File: config.mk
export PLATFORM = sky130hd
export DESIGN_NAME = apb_spi_reg_fifo_flat
export DESIGN_NICKNAME = d
export VERILOG_FILES = /design/src/rtl/apb_spi_reg_fifo_pkg.sv /design/src/rtl/apb_spi_reg_fifo_if.sv /design/src/rtl/apb_spi_reg_fifo_fifo.sv /design/src/rtl/apb_spi_reg_fifo.sv /design/src/flat_wrapper.sv
export SDC_FILE = /design/constraint.sdc
export NUM_CORES = 1
export LEC_CHECK = 0
export BUFFER_PORTS_ARGS = -buffer_cell sky130_fd_sc_hd__buf_4
export CAP_MARGIN = 20
export CORE_MARGIN = 2
export CORE_UTILIZATION = 52
export CTS_BUF_LIST = sky130_fd_sc_hd__clkbuf_8
export CTS_CLUSTER_DIAMETER = 150
export DETAILED_ROUTE_END_ITERATION = 10
export PLACE_DENSITY_LB_ADDON = 0.3
export SYNTH_ARGS = -nofsm -noshare
export SYNTH_HDL_FRONTEND = slang
export SYNTH_SLANG_ARGS = --single-unit
File: constraint.sdc
create_clock -name pclk -period 3.2 [get_ports pclk]
set_clock_uncertainty 0.05 [all_clocks]
set_input_delay 0.32 -clock pclk [delete_from_list [all_inputs] [get_ports pclk]]
set_output_delay 0.32 -clock pclk [all_outputs]
set_load 0.03 [all_outputs]
File: src/rtl/apb_spi_reg_fifo_pkg.sv
// Shared constants and types for the APB front-end of the SPI master.
package apb_spi_reg_fifo_pkg;

    localparam int unsigned LOG_BUFFER_DEPTH = 1;

    localparam logic [4:0] CTRL_OFFSET   = 5'h00;
    localparam logic [4:0] CLKDIV_OFFSET = 5'h04;
    localparam logic [4:0] TXFIFO_OFFSET = 5'h08;
    localparam logic [4:0] RXFIFO_OFFSET = 5'h0C;
    localparam logic [4:0] STATUS_OFFSET = 5'h10;

    localparam int unsigned CTRL_SPI_EN_BIT    = 0;
    localparam int unsigned CTRL_TX_FLUSH_BIT  = 1;
    localparam int unsigned CTRL_RX_FLUSH_BIT  = 2;
    localparam int unsigned CTRL_RX_IRQ_EN_BIT = 3;

    typedef enum logic [1:0] {
        IDLE,
        SETUP,
        ACCESS,
        WAIT_STATE
    } apb_fsm_state_e;

endpackage

File: src/rtl/apb_spi_reg_fifo_if.sv
// APB bus bundle between the APB master agent and the SPI register front-end.
interface apb_spi_reg_fifo_if #(
    parameter int unsigned ADDRESS_WIDTH = 32,
    parameter int unsigned DATA_WIDTH    = 32
);
    logic                      psel;
    logic                      penable;
    logic                      pwrite;
    logic [ADDRESS_WIDTH-1:0]  paddr;
    logic [DATA_WIDTH-1:0]     pwdata;
    logic [DATA_WIDTH/8-1:0]   pstrb;
    logic [2:0]                pprot;
    logic [DATA_WIDTH-1:0]     prdata;
    logic                      pready;
    logic                      pslverr;

    modport master (
        output psel, penable, pwrite, paddr, pwdata, pstrb, pprot,
        input  prdata, pready, pslverr
    );

    modport slave (
        input  psel, penable, pwrite, paddr, pwdata, pstrb, pprot,
        output prdata, pready, pslverr
    );
endinterface

File: src/rtl/apb_spi_reg_fifo_fifo.sv
// Synchronous FIFO with flush; push on full and pop on empty are ignored.
module spi_sync_fifo #(
    parameter int unsigned DATA_WIDTH       = 32,
    parameter int unsigned LOG_BUFFER_DEPTH = 1
) (
    input  logic                      clk,
    input  logic                      rst,
    input  logic                      push,
    input  logic [DATA_WIDTH-1:0]     push_data,
    input  logic                      pop,
    input  logic                      flush,
    output logic [DATA_WIDTH-1:0]     head,
    output logic                      full,
    output logic                      empty,
    output logic [LOG_BUFFER_DEPTH:0] count
);
    localparam int unsigned DEPTH = 1 << LOG_BUFFER_DEPTH;

    logic [DATA_WIDTH-1:0]       mem_q [DEPTH];
    logic [DATA_WIDTH-1:0]       mem_d [DEPTH];
    logic [LOG_BUFFER_DEPTH-1:0] wr_ptr_q, wr_ptr_d, rd_ptr_q, rd_ptr_d;
    logic [LOG_BUFFER_DEPTH:0]   count_q, count_d;
    logic                        push_ok, pop_ok;

    assign full  = (count_q == (LOG_BUFFER_DEPTH+1)'(DEPTH));
    assign empty = (count_q == '0);
    assign count = count_q;
    assign head  = mem_q[rd_ptr_q];

    always_comb begin
        push_ok  = push && !full;
        pop_ok   = pop && !empty;
        mem_d    = mem_q;
        wr_ptr_d = wr_ptr_q;
        rd_ptr_d = rd_ptr_q;
        count_d  = count_q;
        if (push_ok) begin
            mem_d[wr_ptr_q] = push_data;
            wr_ptr_d        = wr_ptr_q + 1'b1;
        end
        if (pop_ok) rd_ptr_d = rd_ptr_q + 1'b1;
        if (push_ok && !pop_ok)      count_d = count_q + 1'b1;
        else if (pop_ok && !push_ok) count_d = count_q - 1'b1;
        // Flush overrides any same-cycle push or pop.
        if (flush) begin
            wr_ptr_d = '0;
            rd_ptr_d = '0;
            count_d  = '0;
        end
    end

    always_ff @(posedge clk) begin
        if (rst) begin
            wr_ptr_q <= '0;
            rd_ptr_q <= '0;
            count_q  <= '0;
        end else begin
            wr_ptr_q <= wr_ptr_d;
            rd_ptr_q <= rd_ptr_d;
            count_q  <= count_d;
        end
    end

    always_ff @(posedge clk) begin
        mem_q <= mem_d;
    end
endmodule

File: src/rtl/apb_spi_reg_fifo.sv
// APB slave holding SPI CTRL/CLKDIV registers plus TX/RX FIFOs.
// Define APB_SPI_WAIT_STATE_EN for one wait state per transfer with registered prdata/pslverr.
module apb_spi_reg_fifo #(
    parameter int unsigned ADDRESS_WIDTH    = 32,
    parameter int unsigned DATA_WIDTH       = 32,
    parameter int unsigned LOG_BUFFER_DEPTH = apb_spi_reg_fifo_pkg::LOG_BUFFER_DEPTH,
    parameter logic [7:0]  CLKDIV_RESET     = 8'd4
) (
    input  logic                  pclk,
    input  logic                  preset,
    apb_spi_reg_fifo_if.slave     apb,
    output logic [DATA_WIDTH-1:0] tx_data,
    output logic                  tx_valid,
    input  logic                  tx_ready,
    input  logic [DATA_WIDTH-1:0] rx_data,
    input  logic                  rx_valid,
    output logic                  rx_ready,
    output logic                  spi_en,
    output logic [7:0]            clk_div,
    output logic                  rx_irq
);
    import apb_spi_reg_fifo_pkg::*;

    apb_fsm_state_e            state_q, state_d;
    logic                      spi_en_q, spi_en_d, rx_irq_en_q, rx_irq_en_d;
    logic [7:0]                clk_div_q, clk_div_d;
    logic                      tx_full, tx_empty, rx_full, rx_empty;
    logic [LOG_BUFFER_DEPTH:0] tx_count, rx_count;
    logic [DATA_WIDTH-1:0]     rx_head, rdata_c, rdata_out;
    logic [4:0]                reg_offset;
    logic                      err_c, err_out, complete, commit;
    logic                      tx_push, rx_pop, tx_flush, rx_flush, ctrl_wr, clkdiv_wr;
    logic                      unused_bits;

    assign reg_offset  = {apb.paddr[4:2], 2'b00};
    assign unused_bits = ^{apb.pprot, apb.paddr[ADDRESS_WIDTH-1:5], apb.paddr[1:0],
                           apb.pstrb[DATA_WIDTH/8-1:1]};

    always_comb begin
        err_c   = 1'b0;
        rdata_c = '0;
        case (reg_offset)
            CTRL_OFFSET: begin
                rdata_c[CTRL_SPI_EN_BIT]    = spi_en_q;
                rdata_c[CTRL_RX_IRQ_EN_BIT] = rx_irq_en_q;
            end
            CLKDIV_OFFSET: rdata_c[7:0] = clk_div_q;
            TXFIFO_OFFSET: err_c = !apb.pwrite || tx_full;
            RXFIFO_OFFSET: begin
                err_c   = apb.pwrite || rx_empty;
                rdata_c = rx_head;
            end
            STATUS_OFFSET: begin
                err_c          = apb.pwrite;
                rdata_c[0]     = tx_full;
                rdata_c[1]     = tx_empty;
                rdata_c[2]     = rx_full;
                rdata_c[3]     = rx_empty;
                rdata_c[15:8]  = 8'(tx_count);
                rdata_c[23:16] = 8'(rx_count);
            end
            default: err_c = 1'b1;
        endcase
        if (err_c || apb.pwrite) rdata_c = '0;
    end

`ifdef APB_SPI_WAIT_STATE_EN
    localparam bit WAIT_EN = 1'b1;
    logic [DATA_WIDTH-1:0] prdata_q, prdata_d;
    logic                  pslverr_q, pslverr_d;

    // Decode is captured in ACCESS; only APB itself can fill TX or drain RX, so it stays valid.
    assign complete  = (state_q == WAIT_STATE);
    assign err_out   = pslverr_q;
    assign rdata_out = prdata_q;

    always_comb begin
        prdata_d  = prdata_q;
        pslverr_d = pslverr_q;
        if (state_q == ACCESS) begin
            prdata_d  = rdata_c;
            pslverr_d = err_c;
        end
    end

    always_ff @(posedge pclk) begin
        if (preset) begin
            prdata_q  <= '0;
            pslverr_q <= 1'b0;
        end else begin
            prdata_q  <= prdata_d;
            pslverr_q <= pslverr_d;
        end
    end
`else
    localparam bit WAIT_EN = 1'b0;
    assign complete  = (state_q == ACCESS);
    assign err_out   = err_c;
    assign rdata_out = rdata_c;
`endif

    always_comb begin
        state_d = state_q;
        case (state_q)
            IDLE:  if (apb.psel && !apb.penable) state_d = SETUP;
            SETUP: begin
                if (!apb.psel)        state_d = IDLE;
                else if (apb.penable) state_d = ACCESS;
            end
            ACCESS: begin
                if (WAIT_EN)                           state_d = WAIT_STATE;
                else if (apb.psel && !apb.penable)     state_d = SETUP;
                else                                   state_d = IDLE;
            end
            WAIT_STATE: state_d = (apb.psel && !apb.penable) ? SETUP : IDLE;
            default:    state_d = IDLE;
        endcase
    end

    assign commit    = complete && !err_out;
    assign ctrl_wr   = commit && apb.pwrite && (reg_offset == CTRL_OFFSET) && apb.pstrb[0];
    assign clkdiv_wr = commit && apb.pwrite && (reg_offset == CLKDIV_OFFSET) && apb.pstrb[0];
    assign tx_push   = commit && apb.pwrite && (reg_offset == TXFIFO_OFFSET);
    assign rx_pop    = commit && !apb.pwrite && (reg_offset == RXFIFO_OFFSET);
    assign tx_flush  = ctrl_wr && apb.pwdata[CTRL_TX_FLUSH_BIT];
    assign rx_flush  = ctrl_wr && apb.pwdata[CTRL_RX_FLUSH_BIT];

    always_comb begin
        spi_en_d    = spi_en_q;
        rx_irq_en_d = rx_irq_en_q;
        clk_div_d   = clk_div_q;
        if (ctrl_wr) begin
            spi_en_d    = apb.pwdata[CTRL_SPI_EN_BIT];
            rx_irq_en_d = apb.pwdata[CTRL_RX_IRQ_EN_BIT];
        end
        if (clkdiv_wr) clk_div_d = apb.pwdata[7:0];
    end

    always_ff @(posedge pclk) begin
        if (preset) begin
            state_q     <= IDLE;
            spi_en_q    <= 1'b0;
            rx_irq_en_q <= 1'b0;
            clk_div_q   <= CLKDIV_RESET;
        end else begin
            state_q     <= state_d;
            spi_en_q    <= spi_en_d;
            rx_irq_en_q <= rx_irq_en_d;
            clk_div_q   <= clk_div_d;
        end
    end

    spi_sync_fifo #(
        .DATA_WIDTH       (DATA_WIDTH),
        .LOG_BUFFER_DEPTH (LOG_BUFFER_DEPTH)
    ) u_tx_fifo (
        .clk       (pclk),
        .rst       (preset),
        .push      (tx_push),
        .push_data (apb.pwdata),
        .pop       (tx_valid && tx_ready),
        .flush     (tx_flush),
        .head      (tx_data),
        .full      (tx_full),
        .empty     (tx_empty),
        .count     (tx_count)
    );

    spi_sync_fifo #(
        .DATA_WIDTH       (DATA_WIDTH),
        .LOG_BUFFER_DEPTH (LOG_BUFFER_DEPTH)
    ) u_rx_fifo (
        .clk       (pclk),
        .rst       (preset),
        .push      (rx_valid && rx_ready),
        .push_data (rx_data),
        .pop       (rx_pop),
        .flush     (rx_flush),
        .head      (rx_head),
        .full      (rx_full),
        .empty     (rx_empty),
        .count     (rx_count)
    );

    assign tx_valid    = !tx_empty;
    assign rx_ready    = !rx_full;
    assign spi_en      = spi_en_q;
    assign clk_div     = clk_div_q;
    assign rx_irq      = !rx_empty && rx_irq_en_q;
    assign apb.pready  = complete;
    assign apb.pslverr = complete && err_out;
    assign apb.prdata  = complete ? rdata_out : '0;
endmodule

File: src/flat_wrapper.sv
// flat-port wrapper written by rule: the top's interface ports become plain ports
module apb_spi_reg_fifo_flat import apb_spi_reg_fifo_pkg::*;
#(
    parameter int unsigned ADDRESS_WIDTH    = 32,
    parameter int unsigned DATA_WIDTH       = 32,
    parameter int unsigned LOG_BUFFER_DEPTH = apb_spi_reg_fifo_pkg::LOG_BUFFER_DEPTH,
    parameter logic [7:0]  CLKDIV_RESET     = 8'd4
)
  (pclk, preset, tx_data, tx_valid, tx_ready, rx_data, rx_valid, rx_ready, spi_en, clk_div, rx_irq, apb_psel, apb_penable, apb_pwrite, apb_paddr, apb_pwdata, apb_pstrb, apb_pprot, apb_prdata, apb_pready, apb_pslverr);
  apb_spi_reg_fifo_if #(.ADDRESS_WIDTH(ADDRESS_WIDTH), .DATA_WIDTH(DATA_WIDTH)) apb_i ();
  input  logic pclk;
  input  logic preset;
  output logic [DATA_WIDTH-1:0] tx_data;
  output logic tx_valid;
  input  logic tx_ready;
  input  logic [DATA_WIDTH-1:0] rx_data;
  input  logic rx_valid;
  output logic rx_ready;
  output logic spi_en;
  output logic [7:0] clk_div;
  output logic rx_irq;
  input wire logic [$bits(apb_i.psel)-1:0] apb_psel;
  input wire logic [$bits(apb_i.penable)-1:0] apb_penable;
  input wire logic [$bits(apb_i.pwrite)-1:0] apb_pwrite;
  input wire logic [$bits(apb_i.paddr)-1:0] apb_paddr;
  input wire logic [$bits(apb_i.pwdata)-1:0] apb_pwdata;
  input wire logic [$bits(apb_i.pstrb)-1:0] apb_pstrb;
  input wire logic [$bits(apb_i.pprot)-1:0] apb_pprot;
  output wire logic [$bits(apb_i.prdata)-1:0] apb_prdata;
  output wire logic [$bits(apb_i.pready)-1:0] apb_pready;
  output wire logic [$bits(apb_i.pslverr)-1:0] apb_pslverr;
  assign apb_i.psel = apb_psel;
  assign apb_i.penable = apb_penable;
  assign apb_i.pwrite = apb_pwrite;
  assign apb_i.paddr = apb_paddr;
  assign apb_i.pwdata = apb_pwdata;
  assign apb_i.pstrb = apb_pstrb;
  assign apb_i.pprot = apb_pprot;
  assign apb_prdata = apb_i.prdata;
  assign apb_pready = apb_i.pready;
  assign apb_pslverr = apb_i.pslverr;
  apb_spi_reg_fifo #(.ADDRESS_WIDTH(ADDRESS_WIDTH), .DATA_WIDTH(DATA_WIDTH), .LOG_BUFFER_DEPTH(LOG_BUFFER_DEPTH), .CLKDIV_RESET(CLKDIV_RESET)) u_core (.pclk(pclk), .preset(preset), .apb(apb_i), .tx_data(tx_data), .tx_valid(tx_valid), .tx_ready(tx_ready), .rx_data(rx_data), .rx_valid(rx_valid), .rx_ready(rx_ready), .spi_en(spi_en), .clk_div(clk_div), .rx_irq(rx_irq));
endmodule
# After elaboration in Yosys (flattened, before gate mapping)
# Index checks and enable logic that the tools add are counted.
[totals]
out_inout_bits = 78
reg_bits = 148
input_bits = 110
elab_cells = 124
[op_classes]
reduce_logical = 51
muxes = 30
n_eq_ne = 11
n_bitwise = 4
magnitude_cmp = 6
add_sub_neg = 8
[op_table]
columns = ["operator", "count"]
rows = [
  ["$mux 32", 10],
  ["$bwmux 64", 2],
  ["$demux 32 s1", 2],
  ["$pmux 16 s2", 1],
  ["$logic_and 1x1->1", 26],
  ["$mux 2", 7],
  ["$pmux 1 s4", 3],
  ["$pmux 2 s3", 2],
  ["$logic_not 1->1", 11],
  ["$eq 2x2->1 const B", 4],
  ["$ge 2x2->1 const B", 4],
  ["$mux 8", 1],
  ["$not 1->2", 4],
  ["$pmux 4 s2", 1],
  ["$reduce_or 2->1", 4],
  ["$eq 3x2->1 const B", 2],
  ["$logic_not 2->1", 3],
  ["$logic_not 5->1", 1],
  ["$add 1x1->1 const B", 4],
  ["$add 2x1->2 const B", 2],
  ["$lt 2x1->1 const B", 2],
  ["$reduce_bool 2->1", 2],
  ["$sub 2x1->2 const B", 2],
  ["$eq 3x1->1 const B", 1],
  ["7 further kinds", 9],
]

# Depth between registers and ports, before layout
# Gate-level depths: netlist of the first run.
[depth]
ltp_word = 12
mapped_depth = 8
depth_no_buf = 6

# Cells and area by module
# From an unflattened synthesis of the first run, not the netlist that was laid out.
[hier_totals]
hier_cells = 407
hier_area_um2 = 6148.4
[modules_own_cells]
columns = ["module", "area_per_inst_um2", "cells_each", "seq_area_each_um2", "instances"]
rows = [
  ["spi_sync_fifo", 2502.4, 124, 2001.9, 2],
  ["apb_spi_reg_fifo", 1143.6, 159, 240.2, 1],
]

# Least setup slack after synthesis of the first run
# Ideal clock, no wire load.
[synth_path]
path_kind = "register -> output"
startpoint = "reg u_core.state_q[1]"
endpoint = "out apb_prdata[0]"
t_required_ns = 2.830
slack_ns = 0.376
arrival_time_ns = 2.454
path_stages_with_launch = 4
n_path_buf = 0
cell_sequence = "dfxtp_1 or3b_4 a31o_2 a2111oi_0"
[synth_via]
elab_chain_len = 2
[synth_lines]
columns = ["element", "line", "text"]
rows = [
  ["start: declaration", "apb_spi_reg_fifo.sv:24", "apb_fsm_state_e state_q, state_d;"],
  ["start signal: assignment", "apb_spi_reg_fifo.sv:146", "state_q <= state_d;"],
  ["$eq 2x2->1", "apb_spi_reg_fifo.sv:97", "assign complete = (state_q == ACCESS);"],
  ["$mux 32", "apb_spi_reg_fifo.sv:192", "assign apb.prdata = complete ? rdata_out : '0;"],
  ["end: declaration", "flat_wrapper.sv:29", "output wire logic [$bits(apb_i.prdata)-1:0] apb_prdata;"],
]
# No other way between the ends.

# Final worst setup path of the first run
[layout_path]
startpoint = "reg u_core.state_q[1]"
endpoint = "out apb_prdata[17]"
# The elaborated chain is that of the path after synthesis.

==> results of run 1 <==
==> layout make-up <==
cell class                 instances  share of cell area (%)
tap                              143                    2.19
clock inverter                    14                    2.01
inverter                           4                   0.184
sequential                       148                    52.0
timing repair buffer             210                    20.9
multi-input combinational        203                    19.7
clock buffer                      18                    3.03
==> stage by stage <==
stage | hold slack, ns | setup WS (ns) | cell area [sq um] | std cells
final | 0.0310 | 0.504 | 8170 | 740
after global routing | 0.000947 | 0.323 | 8170 | 740
after CTS | 0.000465 | 0.472 | 8150 | 738
after detailed placement | 0.406 | 0.793 | 7230 | 656
after global placement | 0.396 | 0.819 | 7230 | 656
after floorplan | 0.342 | 0.376 | 5960 | 375
==> cell families (layout without fill, tap and decap cells) <==
family / count (synthesis) / count (layout)
fa+ha+maj: 2 / 2
flops: 148 / 148
compound gates: 37 / 37
mux: 74 / 74
buf+inv: 24 / 246
simple gates: 85 / 85
xor+xnor: 5 / 5
==> synth_stat cells (5+ instances only) <==
cell type / n
sky130_fd_sc_hd__nand2b_1: 20
sky130_fd_sc_hd__edfxtp_1: 128
sky130_fd_sc_hd__xor2_1: 5
sky130_fd_sc_hd__clkbuf_1: 14
sky130_fd_sc_hd__mux2_2: 34
sky130_fd_sc_hd__mux2i_1: 40
sky130_fd_sc_hd__a21oi_1: 5
sky130_fd_sc_hd__nor2b_1: 6
sky130_fd_sc_hd__o21ai_0: 8
sky130_fd_sc_hd__dfxtp_1: 20
sky130_fd_sc_hd__o2bb2ai_1: 8
sky130_fd_sc_hd__nor2_1: 31
==> worst min-delay path by stage <==
stage	slack, ns	from	endpoint	depth (start not counted)
detailed placement	0.41	u_core.state_q[1]	u_core.state_q[1]	1
global route	0.0009	rx_data[7]	u_core.u_rx_fifo.mem_q[39]	1
global placement	0.40	u_core.state_q[1]	u_core.state_q[1]	1
finish	0.03	rx_data[7]	u_core.u_rx_fifo.mem_q[39]	1
floorplan	0.34	apb_penable	u_core.state_q[0]	1
CTS	0.0005	rx_data[8]	u_core.u_rx_fifo.mem_q[40]	1
==> worst max-delay path, cell delays in order, from the launching register on <==
cell and delay (ns):
sky130_fd_sc_hd__dfxtp_1 0.37, sky130_fd_sc_hd__or3b_4 0.43, sky130_fd_sc_hd__nor4b_1 0.71, sky130_fd_sc_hd__o2bb2ai_1 0.19, sky130_fd_sc_hd__buf_4 0.19
==> power by group <==
part / internal (mW) / switching [mW] / total [mW]
sequential: 2.18 / 0.0324 / 2.21
clock: 0.789 / 0.686 / 1.48
combinational: 0.188 / 0.184 / 0.372
==> routing by layer <==
layer / track usage [%] / vias to the layer above / share of wire, % / wire length, um
met5: 0 / - / 0 / 0
met4: 7.49 / 0 / 1.2 / 149
met3: 5.69 / 14 / 6.3 / 777
met2: 34.5 / 132 / 51 / 6290
met1: 24.4 / 1846 / 42 / 5190
li1: - / 1842 / - / -
==> flip-flops by register name (all words and copies together) (netlist names), 2 cells and up <==
register and flops:
u_core.clk_div 8, u_core.state_q 2, u_core.u_rx_fifo.count 2, u_core.u_rx_fifo.mem_q 64
u_core.u_tx_fifo.count 2, u_core.u_tx_fifo.mem_q 64
==> timing repair <==
item,4_1_cts,5_1_grt
setup endpoints to repair,0,0
hold buffers,50,2
endpoints found under the hold margin,95,2
==> impl_metrics.sql, run 1 <==
INSERT INTO impl_metrics (metric_group, metric, value, unit) VALUES
('run_status', 'status', 'finished, final reports clean', ''),
('timing', 'finalWorstPathRequiredPeriod', '2.70', 'ns'),
('critical_path', 'timing_worst_setup_path_type', 'reg -> out', ''),
('logic_synthesis', 'synth_edf_count', '128', ''),
('routing', 'drt_iter0_markers', '207', ''),
('critical_path', 'timing.rr.start', 'u_core.state_q[1]', ''),
('cts', 'cts_buffer_depth', '2', ''),
('global_routing', 'antenna_found_initial', '0', ''),
('pwr', 'p_leak', '3.06', 'nW'),
('logic_synthesis', 'synth_compound_area_share', '4.64', '%'),
('final_layout', 'area_delta_synth_final', '36.9', '%'),
('logic_synthesis', 'yosys.area_share.xor_xnor', '0.734', '%'),
('logic_synthesis', 'ys_ff_latch', '148', ''),
('timing', 'setup_viol', '0', ''),
('floorplanning', 'std_cell_rows', '39', ''),
('critical_path', 'critPathRequiredTime', '2.83', 'ns'),
('timing', 'final.setup.tns', '0', 'ns'),
('routing', 'wirelength', '12400', 'um'),
('global_routing', 'final_global_route_overflow_total', '0', ''),
('final_layout', 'multiInputGateArea', '1610', 'sq um'),
('cts', 'cts.htree.levels', '4', ''),
('final_layout', 'nNetsFinal', '696', ''),
('floorplanning', 'die_y_extent', '111', 'um'),
('global_routing', 'all_layer_global_routing_usage', '20.1', '%'),
('logic_synthesis', 'yosysSeqAreaShare', '71.2', '%'),
('floorplanning', 'design.die.area', '12300', 'sq um'),
('floorplanning', 'design.portCount', '188', ''),
('logic_synthesis', 'synthesis.area_per_instance', '15.9', 'sq um'),
('critical_path', 'worstSetupStartpointType', 'flop', ''),
('routing', 'drt-wirelength-per-cell', '16.8', 'um'),
('logic_synthesis', 'synth-simple-area-share', '8.04', '%'),
('pwr', 'fin_total_pwr', '4.06', 'mW'),
('cts', 'cts.sinks', '148', ''),
('final_layout', 'antennaDiodeCount', '0', ''),
('cts', 'clock_tree_from_tritoncts', 'built', ''),
('global_routing', 'first_global_vias', '3955', ''),
('logic_synthesis', 'share_of_synthesized_area_spent_on_multiplexers', '13.1', '%'),
('critical_path', 'crit_path_end', 'apb_prdata[17]', ''),
('timing', 'max_slew.worst_pin.slew', '0.792', 'ns'),
('timing', 'post-route-period-util', '84.3', '%'),
('logic_synthesis', 'synthesis.area', '5960', 'sq um'),
('routing', 'avgViaCountPerCell', '5.18', ''),
('place', 'gp_congestion', '0.821', ''),
('final_layout', 'layout-drive-gt1-share', '38.2', '%'),
('routing', 'route.vias.total', '3834', ''),
('final_layout', 'regArea', '4250', 'sq um'),
('cts', 'clock_tree.root_cell', 'sky130_fd_sc_hd__clkbuf_8', ''),
('cts', 'post_cts_resize_count', '0', ''),
('floorplanning', 'core_area', '11300', 'sq um'),
('flow_run', 'cap_violations', '0', ''),
('final_layout', 'most_common_library_cell_in_the_layout_ignoring_fill_and_taps', 'sky130_fd_sc_hd__buf_4', ''),
('logic_synthesis', 'ys.flop_type', 'sky130_fd_sc_hd__edfxtp_1', ''),
('logic_synthesis', 'synth_top_cell_area_share', '64.5', '%'),
('logic_synthesis', 'largest_family_of_logic_cells_by_synthesized_area', 'multiplexers', ''),
('logic_synthesis', 'syn_inst_count', '375', ''),
('global_routing', 'grt_max_degree', '33', ''),
('logic_synthesis', 'ys.warnings.count', '0', ''),
('logic_synthesis', 'ys_async_sr_fraction', '0', '%'),
('logic_synthesis', 'post_synth_main_area_contributors', 'sky130_fd_sc_hd__edfxtp_1, sky130_fd_sc_hd__dfxtp_1, sky130_fd_sc_hd__mux2i_1', ''),
('logic_synthesis', 'synth_nets', '487', ''),
('critical_path', 'critical_path.endpoint_type', 'primary output', ''),
('routing', 'drt-pass1-iter-count', '4', ''),
('hold_path', 'hp-class', 'in -> reg', ''),
('place', 'numPortBuffers', '152', ''),
('global_routing', 'grt_pass1_wl', '19400', 'um'),
('critical_path', 'critical_path_arrival', '2.33', 'ns'),
('cts', 'post-cts-setup-buffer-count', '0', ''),
('cts', 'cts_inserted_buffers', '17', ''),
('pwr', 'power.density', '497', 'nW/um^2'),
('cts', 'insertion_delay', '0.43', 'ns'),
('routing', 'drtAntennaViolNets', '0', '');
Power figures use the tool's default switching activity.
==> run 2: changes to the inputs <==
Clock period 3.2 ns to 2.7 ns, I/O delays scaled along.
==> run 2 against run 1 <==
Net effect: sequential share of layout area shrank 1.2 points; wire length grew 4.3%; critical path depth grew 1; design area grew 2.3%; hold slack gained 0.026 ns; total power grew 22%; critical endpoint is now apb_prdata[5].
==> impl_metrics.sql, run 2 (synthesized netlist as in run 1, its figures left out) <==
INSERT INTO impl_metrics (metric_group, metric, value, unit) VALUES
('run_status', 'status', 'finished, final reports clean', ''),
('critical_path', 'cp_num_buf_inv', '2', ''),
('final_layout', 'nNetsFinal', '712', ''),
('final_layout', 'most-common-layout-cells', 'sky130_fd_sc_hd__buf_4, sky130_fd_sc_hd__edfxtp_1, sky130_fd_sc_hd__dlygate4sd3_1, sky130_fd_sc_hd__mux2i_1, sky130_fd_sc_hd__mux2_2', ''),
('critical_path', 'cells_along_the_critical_path', 'or3b_4 > or3_4 > buf_4 > o2bb2ai_1 > buf_4', ''),
('routing', 'drt-wirelength-per-cell', '17.1', 'um'),
('critical_path', 'timing_worst_setup_path_type', 'reg -> out', ''),
('final_layout', 'final_core_utilization', '73.8', '%'),
('routing', 'uppermost_signal_routing_layer_after_detailed_routing', 'met4', ''),
('global_routing', 'first_global_vias', '4201', ''),
('cts', 'insertion_delay', '0.43', 'ns'),
('final_layout', 'multiInputGateArea', '1620', 'sq um'),
('cts', 'cts.htree.levels', '4', ''),
('routing', 'avgViaCountPerCell', '5.19', ''),
('hold_path', 'hp-class', 'in -> reg', ''),
('timing', 'finalHoldViolations', '0', ''),
('pwr', 'p_leak', '3.14', 'nW'),
('routing', 'drt-pass1-iter-count', '6', ''),
('floorplanning', 'design.portCount', '188', ''),
('floorplanning', 'chipWidth', '111', 'um'),
('timing', 'rsz0062_at_grt', 'no', ''),
('final_layout', 'layout-drive-gt1-share', '38.0', '%'),
('critical_path', 'critPathRequiredTime', '2.38', 'ns'),
('cts', 'clock_tree.root_cell', 'sky130_fd_sc_hd__clkbuf_8', ''),
('final_layout', 'regArea', '4250', 'sq um'),
('critical_path', 'worstPathMaxFanout', '28', ''),
('flow_run', 'cap_violations', '0', ''),
('routing', 'wirelength', '12900', 'um'),
('timing', 'post-route-period-util', '95.5', '%'),
('critical_path', 'critical_path.most_common_cell', 'sky130_fd_sc_hd__buf_4', ''),
('cts', 'cts_inserted_buffers', '17', ''),
('final_layout', 'most_common_library_cell_in_the_layout_ignoring_fill_and_taps', 'sky130_fd_sc_hd__buf_4', ''),
('pwr', 'vdd.ir_drop.worst', '0.358', 'mV'),
('floorplanning', 'core_area', '11300', 'sq um'),
('place', 'numPortBuffers', '152', ''),
('routing', 'drtAntennaViolNets', '0', ''),
('floorplanning', 'design.die.area', '12300', 'sq um'),
('timing', 'final-max-slew-violation-count', '0', ''),
('routing', 'met2RoutedLength', '6800', 'um'),
('critical_path', 'critical_path.endpoint_type', 'primary output', ''),
('routing', 'wl_met1', '5110', 'um'),
('cts', 'cts.reportedPaths.clkPinSlew', '0.07', 'ns'),
('critical_path', 'cpLargestDelayFamily', 'simple AND/OR/NAND/NOR gates', ''),
('cts', 'clock_tree_from_tritoncts', 'built', ''),
('global_routing', 'grt_pass1_wl', '20900', 'um'),
('critical_path', 'worstSetupStartpointType', 'flop', ''),
('place', 'gp_congestion', '0.789', ''),
('final_layout', 'fillers', '731', ''),
('routing', 'route.vias.total', '3927', ''),
('final_layout', 'antennaDiodeCount', '0', ''),
('place', 'dp_hpwl', '8120', 'um'),
('critical_path', 'max_incr_delay_on_cp', '0.44', 'ns'),
('timing', 'finalWorstPathRequiredPeriod', '2.58', 'ns'),
('floorplanning', 'floorplan.initialDensity', '52.7', '%'),
('routing', 'met3RoutedLength', '848', 'um'),
('timing', 'worst_slew_margin_rel', '57.8', '%'),
('routing', 'detail_route.drc_violations', '0', ''),
('critical_path', 'critPathSlowestCell', 'sky130_fd_sc_hd__or3b_4', ''),
('floorplanning', 'std_cell_rows', '39', ''),
('final_layout', 'area_delta_synth_final', '40.1', '%'),
('global_routing', 'grt_max_degree', '33', ''),
('timing', 'maxClockFrequency', '388', 'MHz'),
('final_layout', 'finish.instance_area', '8350', 'sq um'),
('cts', 'cts_buffer_depth', '2', ''),
('floorplanning', 'die_y_extent', '111', 'um'),
('routing', 'drt_iter0_markers', '283', ''),
('place', 'dpl-instance-area', '7260', 'sq um'),
('timing', 'max_slew.worst_pin.slew', '0.629', 'ns'),
('timing', 'fin_worst_hold_slack', '0.0572', 'ns'),
('global_routing', 'final_global_route_overflow_total', '0', ''),
('timing', 'setup_viol', '0', ''),
('global_routing', 'antenna_found_initial', '0', ''),
('pwr', 'power.density', '592', 'nW/um^2'),
('cts', 'cts.sinks', '148', ''),
('critical_path', 'critical_path_arrival', '2.26', 'ns'),
('global_routing', 'all_layer_global_routing_usage', '21.5', '%');
## run 2: cell types whose count changed in the layout (fill, tap and decap cells not counted)
cell | before | now
sky130_fd_sc_hd__o2bb2ai_1 | 8 | 7
sky130_fd_sc_hd__dlygate4sd3_1 | 52 | 65
sky130_fd_sc_hd__inv_8 | 0 | 1
sky130_fd_sc_hd__o2bb2ai_2 | 0 | 1
sky130_fd_sc_hd__inv_6 | 2 | 3
sky130_fd_sc_hd__clkbuf_8 | 18 | 17
sky130_fd_sc_hd__inv_1 | 7 | 6
sky130_fd_sc_hd__buf_4 | 158 | 161
sky130_fd_sc_hd__bufinv_16 | 3 | 4
sky130_fd_sc_hd__a2111oi_1 | 0 | 1
sky130_fd_sc_hd__clkinv_2 | 1 | 0
sky130_fd_sc_hd__a2111oi_0 | 4 | 3
## run 2: cell type report
class                      instances  area share (%)
clock buffer                      17            2.80
clock inverter                    15            2.46
inverter                           4           0.180
multi-input combinational        203            19.3
sequential                       148            50.8
tap                              143            2.14
timing repair buffer             226            22.3
## run 2: routing by layer
layer  vias up  global-route usage [%]
met1      1906                    25.5
met5         -                       0
met4         0                    6.26
met3        17                    7.38
li1       1869                       -
met2       135                    37.4
## run 2: path summary, 6_finish.rpt
check / startpoint / end / slack, ns / cells past startpoint
min: apb_psel / u_core.state_q[0] / 0.06 / 3
max reg2reg: u_core.state_q[1] / u_core.u_rx_fifo.count[1] / 0.57 / 5
min reg2reg: u_core.state_q[0] / u_core.state_q[1] / 0.43 / 2
max: u_core.state_q[1] / apb_prdata[5] / 0.12 / 5
## run 2: power by group
group	total [mW]	switching, mW	internal [mW]
sequential	2.62	0.0408	2.58
clock	1.86	0.843	1.02
combinational	0.460	0.224	0.235
total	4.94	1.11	3.83
## run 2: metrics by stage
stage | setup TNS [ns] | power [mW] | setup slack, ns | cells
after floorplan | -0.294 | 2.87 | -0.0736 | 375
final | 0 | 4.94 | 0.123 | 756
after CTS | 0 | 4.96 | 0.102 | 756
after global placement | 0 | 3.03 | 0.561 | 659
after detailed placement | 0 | 3.05 | 0.553 | 659
after global routing | 0 | 5.12 | 0.00761 | 756
## run 2: timing repair
| item | in CTS | in global routing |
|---|---|---|
| gates resized for setup | 0 | 2 |
| hold buffers | 65 | 0 |
| endpoints found under the setup margin | 0 | 2 |
| hold endpoints to repair | 129 | 0 |
| buffers inserted | 0 | 0 |
## run 2: worst min-delay path, delay by kind of cell
kind / cells / cell delay (ns)
buf+inv: 1 / 0.08
simple gates: 2 / 0.15
